File: config.mk
export PLATFORM = sky130hd
export DESIGN_NAME = wb_sequencer
export DESIGN_NICKNAME = d
export VERILOG_FILES = /design/src/rtl/wb_sequencer_pkg.sv /design/src/rtl/wb_fifo.sv /design/src/rtl/wb_sequencer.sv
export SDC_FILE = /design/constraint.sdc
export NUM_CORES = 1
export LEC_CHECK = 0
export CORE_MARGIN = 2
export CORE_UTILIZATION = 50
export DETAILED_ROUTE_END_ITERATION = 6
export HOLD_SLACK_MARGIN = 0.06
export PLACE_DENSITY = 0.82
export SYNTH_ARGS = -nofsm -noshare
export SYNTH_HDL_FRONTEND = slang
export SYNTH_HIERARCHICAL = 1
export SYNTH_SLANG_ARGS = --single-unit
File: constraint.sdc
create_clock -name clk -period 8.3 [get_ports clk]
set_input_delay 2.075 -clock clk [delete_from_list [all_inputs] [get_ports clk]]
set_output_delay 2.075 -clock clk [all_outputs]
set_load 0.05 [all_outputs]
File: src/rtl/wb_sequencer_pkg.sv
// Shared types for the write-back path: register address width, x0 and the
// buffered long-unit result entry.
package wb_sequencer_pkg;

  localparam int REG_ADDR_W = 5;
  localparam int WB_XLEN    = 32;
  localparam logic [REG_ADDR_W-1:0] X0 = '0;

  typedef struct packed {
    logic [REG_ADDR_W-1:0] rd;
    logic [WB_XLEN-1:0]    data;
  } wb_entry_t;

endpackage

File: src/rtl/wb_fifo.sv
// Small in-order FIFO of write-back entries; head is visible combinationally
// so the consumer can write it and pop it on the same edge.
module wb_fifo
  import wb_sequencer_pkg::*;
#(
  parameter int DEPTH = 2
) (
  input  logic      clk,
  input  logic      reset,
  input  logic      push,
  input  logic      pop,
  input  wb_entry_t din,
  output wb_entry_t head,
  output logic      full,
  output logic      empty
);

  localparam int PTR_W = $clog2(DEPTH);

  wb_entry_t        mem [DEPTH];
  logic [PTR_W:0]   wr_ptr;
  logic [PTR_W:0]   rd_ptr;

  // Extra pointer bit distinguishes full from empty when the indices match.
  assign empty = (wr_ptr == rd_ptr);
  assign full  = (wr_ptr[PTR_W] != rd_ptr[PTR_W]) &&
                 (wr_ptr[PTR_W-1:0] == rd_ptr[PTR_W-1:0]);
  assign head  = mem[rd_ptr[PTR_W-1:0]];

  always_ff @(posedge clk) begin
    if (reset) begin
      wr_ptr <= '0;
      rd_ptr <= '0;
    end else begin
      if (push && !full)  wr_ptr <= wr_ptr + 1'b1;
      if (pop  && !empty) rd_ptr <= rd_ptr + 1'b1;
    end
  end

  always_ff @(posedge clk) begin
    if (push && !full) mem[wr_ptr[PTR_W-1:0]] <= din;
  end

endmodule

File: src/rtl/wb_sequencer.sv
// Drives the single register-file write port from the ALU (priority) and a
// FIFO of long-latency results, tracking pending registers for issue hazards.
module wb_sequencer
  import wb_sequencer_pkg::*;
#(
  parameter int XLEN  = WB_XLEN,
  parameter int NREG  = 32,
  parameter int DEPTH = 2
) (
  input  logic                  clk,
  input  logic                  reset,
  input  logic                  iss_valid,
  input  logic                  iss_long,
  input  logic [REG_ADDR_W-1:0] iss_rd,
  input  logic [REG_ADDR_W-1:0] rs1_addr,
  input  logic [REG_ADDR_W-1:0] rs2_addr,
  output logic                  hazard,
  input  logic                  alu_valid,
  input  logic [REG_ADDR_W-1:0] alu_rd,
  input  logic [XLEN-1:0]       alu_data,
  input  logic                  lu_valid,
  output logic                  lu_ready,
  input  logic [REG_ADDR_W-1:0] lu_rd,
  input  logic [XLEN-1:0]       lu_data,
  output logic [REG_ADDR_W-1:0] rd_addr,
  output logic [XLEN-1:0]       wreg,
  output logic                  we,
  output logic [NREG-1:0]       busy_vec,
  output logic                  err
);

  logic            fifo_full;
  logic            fifo_empty;
  wb_entry_t       fifo_head;
  wb_entry_t       fifo_din;
  logic            push;
  logic            pop;
  logic            set_busy;
  logic            viol;
  logic [NREG-1:0] busy;
  logic [NREG-1:0] busy_nxt;
  logic            err_q;

  // lu_ready depends only on registered FIFO state, never on this cycle's ALU.
  assign lu_ready = !reset && !fifo_full;
  assign push     = lu_valid && lu_ready && (lu_rd != X0);
  assign pop      = !reset && !alu_valid && !fifo_empty;
  assign fifo_din = '{rd: lu_rd, data: lu_data};

  wb_fifo #(.DEPTH(DEPTH)) u_fifo (
    .clk   (clk),
    .reset (reset),
    .push  (push),
    .pop   (pop),
    .din   (fifo_din),
    .head  (fifo_head),
    .full  (fifo_full),
    .empty (fifo_empty)
  );

  always_comb begin
    rd_addr = X0;
    wreg    = '0;
    we      = 1'b0;
    if (!reset) begin
      if (alu_valid) begin
        rd_addr = alu_rd;
        wreg    = alu_data;
        we      = (alu_rd != X0);
      end else if (!fifo_empty) begin
        rd_addr = fifo_head.rd;
        wreg    = fifo_head.data;
        we      = 1'b1;
      end
    end
  end

  // No bypass: a register popped this cycle still stalls dependents.
  assign hazard = !reset &&
                  (busy[rs1_addr] || busy[rs2_addr] || (iss_valid && busy[iss_rd]));

  assign set_busy = iss_valid && iss_long && !hazard && (iss_rd != X0);

  always_comb begin
    busy_nxt = busy;
    if (pop)      busy_nxt[fifo_head.rd] = 1'b0;
    if (set_busy) busy_nxt[iss_rd]       = 1'b1;
    busy_nxt[0] = 1'b0;
  end

  assign viol = (alu_valid && (alu_rd != X0) && busy[alu_rd]) ||
                (push && !busy[lu_rd]);

  always_ff @(posedge clk) begin
    if (reset) begin
      busy  <= '0;
      err_q <= 1'b0;
    end else begin
      busy <= busy_nxt;
      if (viol) err_q <= 1'b1;
    end
  end

  assign busy_vec = busy;
  assign err      = err_q;

endmodule

==> flow_metrics.py <==
metrics = {
    "outcome": {
        "status": "finished clean",
    },
    "cts": {
        "clockBufferDepth": 2,
        "cts_num_sinks": 111,
        "cts_buffers": 9,
        "cts_tree": "done",
        "clock_latency_ps": 350,
        "cts.htree.levels": 3,
        "postCtsSetupRepairBufs": 0,
        "cts-resized-gates": 0,
        "clk_pin_slew_ps": 70,
        "cts_hold_buf": 0,
        "cts-root-buf": "clkbuf_16",
    },
    "synthesis": {
        "syn_inst": 546,
        "synth_area_leader_cell": "edfxtp_1",
        "ys_async_sr_fraction": 0,
        "synth_edf_count": 74,
        "synth_cell_types": 56,
        "synth_seq_cells": 111,
        "ys_seq_area_frac": 0.466,
        "netlist_area_um2": 6360,
        "ys_warn_count": 6,
        "syn_nets": 641,
        "synth_area_leaders": "edfxtp_1 (35%), dfxtp_1 (12%), mux4_2 (8.5%)",
        "synth.avg_cell_area_um2": 11.6,
        "synthFlopType": "edfxtp_1",
        "yosysTopAreaCellShare": 0.349,
    },
    "worst_setup_path": {
        "reg2reg_to": "u_fifo/mem[0][5]",
        "cp_slowest_stage_delay_ps": 1030,
        "worstPathRequired_ps": 6230,
        "critPathLaunchType": "input port",
        "end_kind": "output port",
        "cp_max_fo": 25,
        "r2r_start": "u_fifo/rd_ptr[0]",
        "critPathMostFrequentCell": "clkdlybuf4s50_1",
        "path_class": "in2out",
        "crit_chain": "clkdlybuf4s50_1 > mux2i_1 > o22ai_1 > nor2_1 > o2111a_2 > nor2b_1 > o21ba_2 > clkdlybuf4s50_1",
        "cp_top_family": "buffers and inverters",
        "worstRegToRegCells": 7,
        "cpMaxStageDelayCell": "clkdlybuf4s50_1",
        "cp_num_cells": 8,
        "arrival_ps": 5560,
        "reg2reg_slack_ps": 5450,
        "cp_num_buf_inv": 2,
    },
    "floorplan": {
        "initial_core_util": 0.508,
        "num_rows": 41,
        "core_area_um2": 12500,
        "io_pins": 168,
        "die_w_um": 117,
        "die_area_um2": 13600,
        "die_h_um": 117,
    },
    "layout": {
        "final_util": 0.669,
        "syn_to_final_growth_pct": 31.7,
        "antennaDiodeCount": 0,
        "fin_cells": 863,
        "layout.nets": 781,
        "drive_gt1_frac": 0.143,
        "finish.instance_area_um2": 8370,
    },
    "route": {
        "dr.pass1.iters": 6,
        "routedWlPerCell_um": 22.5,
        "vias": 5482,
        "drc": 0,
        "finalWirelength_um": 19400,
        "ant_nets": 0,
        "drtIter0Drc": 549,
        "viasPerCell": 6.35,
    },
    "timing": {
        "fin_crit_ps": 7630,
        "finalSetupViolCount": 0,
        "slew_headroom": 0.432,
        "worst_slack_ps": 668,
        "drv_slew": 0,
        "worst_hold_slack_ps": 569,
        "hold_viol_final": 0,
        "worst_pin_slew_ps": 849,
        "fin_crit_sh": 0.919,
        "grt_setup_unrepaired": "no",
        "fin_worst_skew_ps": 11.1,
        "setup_tns_ps": 0,
        "fmax_mhz": 131,
    },
    "power_and_ir_drop": {
        "vdd_drop_max_mv": 0.117,
        "p_per_area_nw_per_um2": 151,
        "finalPower_mw": 1.26,
        "p_leak_nw": 2.80,
    },
    "hold_path": {
        "min-delay-start": "err",
        "holdPathStages": 2,
        "hp-class": "reg2reg",
        "holdPathEnd": "err",
    },
    "placed_design": {
        "gp_congestion": 0.950,
        "pre_cts_ws_ps": 698,
        "placement.io_buffers": 166,
        "place_area_um2": 8100,
        "dpl.cell_count": 847,
        "dp_hpwl_um": 13700,
    },
    "global_route": {
        "antenna_found_initial": 0,
        "grt_pass1_wl_um": 28400,
        "grt_max_degree": 41,
        "grt_remaining_overflow": 0,
        "track_usage": 0.278,
        "grt_pass1_vias": 5240,
    },
    "job": {
        "maxCapViolCount": 0,
    },
}
worst reg2reg max path, cell delays in order, from the launching register on:
cell and delay (ps):
dfxtp_1 540, xor2_1 240, nor2_1 70, nor2_1 150, nand2_1 90, a21oi_1 500
o211a_1 470, buf_4 440
state kept, by name, indices dropped and copies added, names as in the netlist, named ones only:
name and flops:
u_fifo/rd_ptr 2, err 1, busy_vec 31, u_fifo/wr_ptr 2, u_fifo/mem 74
per-layer routing:
layer  global-route usage  wire [um]  up-vias
met1                0.347       7330     2673
met3               0.0669       2020       60
met4                0.147        839        0
li1                     -          -     2414
met5                    0          0        -
met2                0.452       9180      335
cells in the mapped netlist, types with 9 or more instances:
cell type,count
edfxtp_1,74
mux2_2,40
dfxtp_1,37
a22o_1,36
nand3_1,32
nand2_1,31
mux2i_1,27
nand3b_1,27
o21ai_0,26
mux4_2,24
nor2_1,23
clkbuf_1,22
nor2b_1,21
buf_2,19
o21ai_1,15
a21oi_1,9
report_power, final:
group	switching, mW	internal (mW)
Combinational	0.138	0.107
Sequential	0.00894	0.606
Clock	0.196	0.205
final cells by class:
cell class | instances | area (um^2)
Sequential cell | 111 | 2960
Timing Repair Buffer | 173 | 1710
Tap cell | 172 | 215
Clock buffer | 10 | 229
Inverter | 6 | 22.5
Fill cell | 985 | 4140
Multi-Input combinational cell | 385 | 3190
Clock inverter | 6 | 46.3
layout by cell type (no fill, tap or decap), drive strengths merged, types with 2 or more instances in the layout:
| cell type | Yosys | final |
|---|---|---|
| or3b | 4 | 4 |
| nor3 | 6 | 6 |
| nor2b | 21 | 21 |
| clkinvlp | 0 | 3 |
| a22oi | 3 | 3 |
| mux2 | 40 | 40 |
| mux2i | 27 | 27 |
| and3 | 3 | 3 |
| o21ai | 41 | 41 |
| a22o | 36 | 36 |
| a21oi | 9 | 9 |
| or3 | 3 | 3 |
| nor3b | 5 | 5 |
| buf | 21 | 8 |
| nand4 | 3 | 3 |
| nand3b | 27 | 27 |
| dfxtp | 37 | 37 |
| nand2 | 31 | 31 |
| nand3 | 32 | 32 |
| clkbuf | 23 | 10 |
| o31ai | 7 | 7 |
| clkdlybuf4s50 | 0 | 165 |
| inv | 6 | 7 |
| o22ai | 6 | 6 |
| nand4b | 3 | 3 |
| mux4 | 28 | 28 |
| xor2 | 2 | 2 |
| a311oi | 5 | 5 |
| nor2 | 23 | 23 |
| nand2b | 2 | 2 |
| edfxtp | 74 | 74 |
| clkinv | 0 | 2 |
cell families after synthesis:
logic type      Yosys count  share of synthesized area
xor+xnor                  3                    0.00531
flops                   111                      0.466
other cells               1                   0.000590
simple gates            168                      0.148
buf+inv                  50                     0.0352
mux                      95                      0.215
compound gates          118                      0.130
worst max path at each step:
stage / from / slack (ps) / to
3_3_place_gp: iss_rd[1] / 840 / hazard
5_1_grt: iss_rd[1] / 460 / hazard
6_report: iss_rd[1] / 670 / hazard
2_1_floorplan: iss_rd[0] / 2490 / hazard
4_1_cts: iss_rd[1] / 720 / hazard
3_5_place_dp: iss_rd[1] / 700 / hazard
No activity file was read; power rests on OpenSTA's default activity.
